[config.mk]
export PLATFORM = sky130hd
export DESIGN_NAME = i2s_tx_serializer_flat
export DESIGN_NICKNAME = d
export VERILOG_FILES = /design/src/rtl/i2s_tx_serializer_pkg.sv /design/src/rtl/i2s_tx_serializer_if.sv /design/src/rtl/i2s_tx_serializer_frame_counter.sv /design/src/rtl/i2s_tx_serializer.sv /design/src/flat_wrapper.sv
export SDC_FILE = /design/constraint.sdc
export NUM_CORES = 1
export LEC_CHECK = 0
export ABC_AREA = 0
export CAP_MARGIN = 30
export CELL_PAD_IN_SITES_DETAIL_PLACEMENT = 0
export CELL_PAD_IN_SITES_GLOBAL_PLACEMENT = 1
export CORE_ASPECT_RATIO = 0.9
export CORE_MARGIN = 4
export CORE_UTILIZATION = 48
export CTS_BUF_LIST = sky130_fd_sc_hd__clkbuf_4 sky130_fd_sc_hd__clkbuf_8
export DETAILED_ROUTE_END_ITERATION = 10
export PLACE_DENSITY_LB_ADDON = 0.1
export SLEW_MARGIN = 20
export SYNTH_ARGS = -nofsm -noshare
export SYNTH_HDL_FRONTEND = slang
export SYNTH_SLANG_ARGS = --single-unit
export TNS_END_PERCENT = 20
[constraint.sdc]
create_clock -name mclk -period 5.2 [get_ports mclk]
set_clock_uncertainty 0.2 [all_clocks]
set_input_delay 0.52 -clock mclk [delete_from_list [all_inputs] [get_ports mclk]]
set_output_delay 0.52 -clock mclk [all_outputs]
set_load 0.01 [all_outputs]
[src/rtl/i2s_tx_serializer_pkg.sv]
// Shared types and frame geometry for the I2S transmit serializer.
package i2s_pkg;

  typedef enum logic [1:0] {
    IDLE  = 2'd0,
    RUN   = 2'd1,
    DRAIN = 2'd2
  } i2s_state_t;

  localparam int FRAME_MCLKS   = 256;
  localparam int SLOT_BCLKS    = 32;
  localparam int MCLK_PER_BCLK = 4;

  localparam logic [7:0] CNT_LAST = 8'(FRAME_MCLKS - 1);

endpackage

[src/rtl/i2s_tx_serializer_if.sv]
// Upstream sample handshake plus codec playback pins of the I2S transmitter.
interface i2s_tx_serializer_if #(
  parameter int SAMPLE_BITS = 16
) ();

  logic                          en;
  logic signed [SAMPLE_BITS-1:0] left_in;
  logic signed [SAMPLE_BITS-1:0] right_in;
  logic                          sample_ack;
  logic                          bclk;
  logic                          pblrc;
  logic                          pbdat;
  logic                          busy;

  modport master (
    output en, left_in, right_in,
    input  sample_ack, bclk, pblrc, pbdat, busy
  );

  modport slave (
    input  en, left_in, right_in,
    output sample_ack, bclk, pblrc, pbdat, busy
  );

endinterface

[src/rtl/i2s_tx_serializer_frame_counter.sv]
// Frame counter and IDLE/RUN/DRAIN sequencer; produces the capture strobe,
// the registered sample_ack/busy, and the next-state count for the output mux.
module i2s_frame_counter
  import i2s_pkg::*;
(
  input  logic       mclk,
  input  logic       rst_n,
  input  logic       en_i,
  output logic [7:0] cnt_d_o,
  output logic       capture_o,
  output logic       sample_ack_o,
  output logic       busy_o
);

  i2s_state_t state_q, state_d;
  logic [7:0] cnt_q, cnt_d;
  logic       capture;
  logic       busy_d;
  logic       ack_q;
  logic       busy_q;

  always_ff @(posedge mclk or negedge rst_n) begin
    if (!rst_n) begin
      state_q <= IDLE;
      cnt_q   <= '0;
      ack_q   <= 1'b0;
      busy_q  <= 1'b0;
    end else begin
      state_q <= state_d;
      cnt_q   <= cnt_d;
      ack_q   <= capture;
      busy_q  <= busy_d;
    end
  end

  // A capture always lands the counter on 0, so ack_q is high exactly at cnt==0.
  always_comb begin
    state_d = state_q;
    cnt_d   = cnt_q + 8'd1;
    capture = 1'b0;
    case (state_q)
      IDLE: begin
        cnt_d = '0;
        if (en_i) begin
          state_d = RUN;
          capture = 1'b1;
        end
      end
      RUN: begin
        if (!en_i) begin
          state_d = DRAIN;
        end else if (cnt_q == CNT_LAST) begin
          capture = 1'b1;
        end
      end
      DRAIN: begin
        if (en_i) begin
          state_d = RUN;
          capture = (cnt_q == CNT_LAST);
        end else if (cnt_q == CNT_LAST) begin
          state_d = IDLE;
          cnt_d   = '0;
        end
      end
      default: begin
        state_d = IDLE;
        cnt_d   = '0;
      end
    endcase
    busy_d = (state_d != IDLE);
  end

  assign cnt_d_o      = cnt_d;
  assign capture_o    = capture;
  assign sample_ack_o = ack_q;
  assign busy_o       = busy_q;

endmodule

[src/rtl/i2s_tx_serializer.sv]
// I2S transmit serializer: latches a stereo pair per frame and shifts it out
// MSB first with a one-bclk delay; all pins registered from the next count.
module i2s_tx_serializer
  import i2s_pkg::*;
#(
  parameter int SAMPLE_BITS = 16
) (
  input  logic                 mclk,
  input  logic                 rst_n,
  i2s_tx_serializer_if.slave   bus
);

  localparam int BCLK_BIT = $clog2(MCLK_PER_BCLK) - 1;

  logic [7:0]                    cnt_d;
  logic                          capture;
  logic                          sample_ack;
  logic                          busy;
  logic signed [SAMPLE_BITS-1:0] left_q, left_d;
  logic signed [SAMPLE_BITS-1:0] right_q, right_d;
  logic [4:0]                    slot_d;
  logic [SLOT_BCLKS-1:0]         word_d;
  logic                          bclk_q, bclk_d;
  logic                          pblrc_q, pblrc_d;
  logic                          pbdat_q, pbdat_d;

  i2s_frame_counter u_cnt (
    .mclk         (mclk),
    .rst_n        (rst_n),
    .en_i         (bus.en),
    .cnt_d_o      (cnt_d),
    .capture_o    (capture),
    .sample_ack_o (sample_ack),
    .busy_o       (busy)
  );

  always_ff @(posedge mclk or negedge rst_n) begin
    if (!rst_n) begin
      left_q  <= '0;
      right_q <= '0;
      bclk_q  <= 1'b0;
      pblrc_q <= 1'b0;
      pbdat_q <= 1'b0;
    end else begin
      left_q  <= left_d;
      right_q <= right_d;
      bclk_q  <= bclk_d;
      pblrc_q <= pblrc_d;
      pbdat_q <= pbdat_d;
    end
  end

  // The sample sits at bits 30..31-SAMPLE_BITS of a 32-bit slot word with bit 31
  // forced to 0, so slot k maps to word bit 31-k (~k): slot 0 and the tail read 0.
  always_comb begin
    left_d  = capture ? bus.left_in  : left_q;
    right_d = capture ? bus.right_in : right_q;
    slot_d  = cnt_d[6:2];
    bclk_d  = cnt_d[BCLK_BIT];
    pblrc_d = cnt_d[7];
    word_d  = SLOT_BCLKS'({1'b0, (cnt_d[7] ? right_d : left_d)}) << (SLOT_BCLKS - 1 - SAMPLE_BITS);
    pbdat_d = word_d[~slot_d];
  end

  assign bus.sample_ack = sample_ack;
  assign bus.busy       = busy;
  assign bus.bclk       = bclk_q;
  assign bus.pblrc      = pblrc_q;
  assign bus.pbdat      = pbdat_q;

endmodule

[src/flat_wrapper.sv]
// flat-port wrapper written by rule: the top's interface ports become plain ports
module i2s_tx_serializer_flat import i2s_pkg::*;
#(
  parameter int SAMPLE_BITS = 16
)
  (mclk, rst_n, bus_en, bus_left_in, bus_right_in, bus_sample_ack, bus_bclk, bus_pblrc, bus_pbdat, bus_busy);
  i2s_tx_serializer_if #(.SAMPLE_BITS(SAMPLE_BITS)) bus_i ();
  input  logic mclk;
  input  logic rst_n;
  input wire logic [$bits(bus_i.en)-1:0] bus_en;
  input wire logic [$bits(bus_i.left_in)-1:0] bus_left_in;
  input wire logic [$bits(bus_i.right_in)-1:0] bus_right_in;
  output wire logic [$bits(bus_i.sample_ack)-1:0] bus_sample_ack;
  output wire logic [$bits(bus_i.bclk)-1:0] bus_bclk;
  output wire logic [$bits(bus_i.pblrc)-1:0] bus_pblrc;
  output wire logic [$bits(bus_i.pbdat)-1:0] bus_pbdat;
  output wire logic [$bits(bus_i.busy)-1:0] bus_busy;
  assign bus_i.en = bus_en;
  assign bus_i.left_in = bus_left_in;
  assign bus_i.right_in = bus_right_in;
  assign bus_sample_ack = bus_i.sample_ack;
  assign bus_bclk = bus_i.bclk;
  assign bus_pblrc = bus_i.pblrc;
  assign bus_pbdat = bus_i.pbdat;
  assign bus_busy = bus_i.busy;
  i2s_tx_serializer #(.SAMPLE_BITS(SAMPLE_BITS)) u_core (.mclk(mclk), .rst_n(rst_n), .bus(bus_i));
endmodule
==> results.cfg <==
[global_routing]
grt_pass1_wl_um = 7940
grt_max_degree = 46
grt_usage_pct = 17.3
first_global_vias = 1678
grt-ovfl-total = 0
antenna_found_initial = 0

[synthesis]
synthCells = 179
synth_enable_flop_cells = 0
yosysUniqueCellTypes = 43
ys_ff_latch = 45
synth_area_per_cell_um2 = 13.2
ys_async_sr_fraction_pct = 100
yosysWarnings = 0
netlist.area_leader.share_pct = 47.6
synth-simple-area-share_pct = 7.14
synthTopCellsByArea = dfrtp_1, mux2_2, mux2i_1
synth_fa_ha_area_share_pct = 2.64
synthXorXnorAreaFrac_pct = 1.85
syn_nets = 219
ys_seq_area_share_pct = 47.6
synth_compound_area_share_pct = 10.4
syn_area_um2 = 2370
muxShareOfSynthArea_pct = 27.9
yosys.area.top_type = dfrtp_1
synth_top_family_by_area = multiplexers
ys.flop_type = dfrtp_1

[clock_network]
clkSinkCount = 45
clk-insertion-delay-late_ps = 290
cts_setup_buffers = 0
cts.clk_slew.worst_paths_ps = 80
cts_max_level = 2
hold_buffers = 0
cts_resized = 0
cts_root_buffer = clkbuf_8
cts_buffers = 5
cts_tree = built
cts.path.max_buffers = 2

[critical_path]
worst-path-buf-inv = 2
cp.arrival_ps = 3540
path_class = in -> reg
cp_slowest_cell = clkdlybuf4s50_1
worstPathCellList = clkdlybuf4s50_1, nand3b_1, o31ai_4, buf_4, mux2_2, mux2_2, a2111o_1, nor4bb_1, o41ai_2
crit_fanout = 44
path_common_cell = mux2_2
regToRegStartpoint = u_core.u_cnt.state_q[0]
crit_family = buffers and inverters
worstRegToRegCells = 10
start_kind = input port
critPathRequiredTime_ps = 5180
cp-end-kind = flop
regToRegSetupSlack_ps = 1660
path_depth = 9
slowest_delay_ps = 620
crit_start = bus_en

[placed_design]
hpwl_um = 3470
io_buffers = 39
dpl_cell_area_um2 = 2790
dp.cells = 275
place.gp.congestion = 0.810

[power]
ir_worst_vdd_mv = 0.258
power_mw = 1.32
powerDensity_nw_per_um2 = 457
leakagePower_nw = 1.17

[sta]
period_share_pct = 68.4
fin_setup_tns_ps = 0
slew_viol_final = 0
setup_violations = 0
fmax_mhz = 281
hold_viol_final = 0
relSlewSlack_pct = 59.8
rsz0062_at_grt = false
period_minus_slack_ps = 3560
tightest_slew_ps = 601

[cells_and_area]
drive_gt1_share_pct = 26.4
fin_area_um2 = 2890
instances_no_fill = 282
diodes = 0
area_growth_pct = 21.9
finalNetCount = 260
utilization_pct = 62.7

[die]
initial_utilization_pct = 51.4
fp-row-count = 23
die_area_um2 = 6120
die_y_um = 74.6
die_w_um = 82.0
io_pins = 40
core_area_um2 = 4600

[routing]
num_vias = 1568
ant_nets = 0
firstDrtPassIters = 4
first_iter_violations = 81
wl_per_cell_um = 16.8
drc = 0
wl_um = 4750
viasPerCell = 5.56

[worst_hold_path]
hold_path_class = in -> async

[job]
cap_violations = 0

[outcome]
outcome = finished, final reports clean
## kinds of logic (layout without fill, tap and decap cells)
logic type / after synthesis / count (layout)
muxes: 55 / 55
DFF: 45 / 45
and+or+nand+nor: 30 / 30
AOI/OAI and AO/OA: 29 / 29
buffers and inverters: 10 / 51
adders and majority gates: 5 / 5
xor gates and xnor gates: 5 / 5
## cells in the mapped netlist (2+ instances only)
cell type	number
dfrtp_1	45
xnor2_1	3
nand3_1	4
mux4_2	5
a22o_1	2
ha_1	5
mux2i_1	12
nand2_1	3
o41ai_2	2
inv_1	4
nand3b_1	3
a21o_1	3
a211oi_1	2
buf_6	2
a21oi_1	6
xor2_1	2
mux2_2	38
buf_2	2
o21a_1	2
nor2_1	11
## worst reg2reg max path: cells and delay by family (launching register included)
kind / cells / cell delay (ps)
AOI/OAI and AO/OA: 3 / 690
DFF: 1 / 430
adders and majority gates: 1 / 340
buffers and inverters: 2 / 570
muxes: 2 / 680
and+or+nand+nor: 2 / 510
## report_power, final
group / internal [mW] / switching [mW] / total [mW] / leakage (nW)
sequential: 0.496 / 0.0652 / 0.561 / 0.551
clock: 0.111 / 0.110 / 0.221 / 0.0477
combinational: 0.302 / 0.234 / 0.536 / 0.575
total: 0.908 / 0.410 / 1.32 / 1.17
## through the flow
step | hold slack [ps] | setup WS, ps
6_report | 11.9 | 1640
2_1_floorplan | 24.4 | 2180
4_1_cts | 230 | 1640
3_5_place_dp | 276 | 1330
3_3_place_gp | 269 | 1460
5_1_grt | 63.5 | 1450
## final timing paths
check	end
min in group mclk	u_core.u_cnt.cnt_q[0]
max in group asynchronous	u_core.u_cnt.cnt_q[1]
min	u_core.u_cnt.cnt_q[6]
max	u_core.bus.pbdat
min reg2reg	u_core.u_cnt.cnt_q[0]
max reg2reg	u_core.bus.pbdat
## per-layer routing
layer	global-route usage, %	share of wire (%)	vias up
li1	-	-	749
met1	21.1	45	784
met2	30.0	50	27
met3	3.63	4.0	8
met4	6.64	1.6	0
met5	0	0	-
## placed cells by master, fill, tap and decap left out, types with 2 or more instances in the layout
master           synthesis  final
nand3_1                  4      4
o21a_1                   2      2
mux4_2                   5      5
clkdlybuf4s50_1          0     38
buf_4                    1      2
clkbuf_8                 0      6
ha_1                     5      5
xnor2_1                  3      3
mux2i_1                 12     12
a21oi_1                  6      6
nor2_1                  11     11
a211oi_1                 2      2
mux2_2                  38     38
nand3b_1                 3      3
dfrtp_1                 45     45
inv_1                    4      4
nand2_1                  3      3
a21o_1                   3      3
o41ai_2                  2      2
xor2_1                   2      2
a22o_1                   2      2
## flip-flops by register name, summed over array words and instances (netlist names)
name,count
u_core.bus.pbdat,1
u_core.right_q,16
u_core.u_cnt.cnt_q,7
u_core.u_cnt.busy_o,1
u_core.bus.pblrc,1
u_core.u_cnt.state_q,2
u_core.u_cnt.sample_ack_o,1
u_core.left_q,16
## cell type report
cell class / count / area [um2]
well taps: 62 / 77.6
flip-flops and latches: 45 / 1130
fillers: 384 / 1720
repair buffers: 40 / 395
inverters: 4 / 15.0
clock buffers: 7 / 90.1
multi-input cells: 124 / 1180
Power figures use the tool's default switching activity.
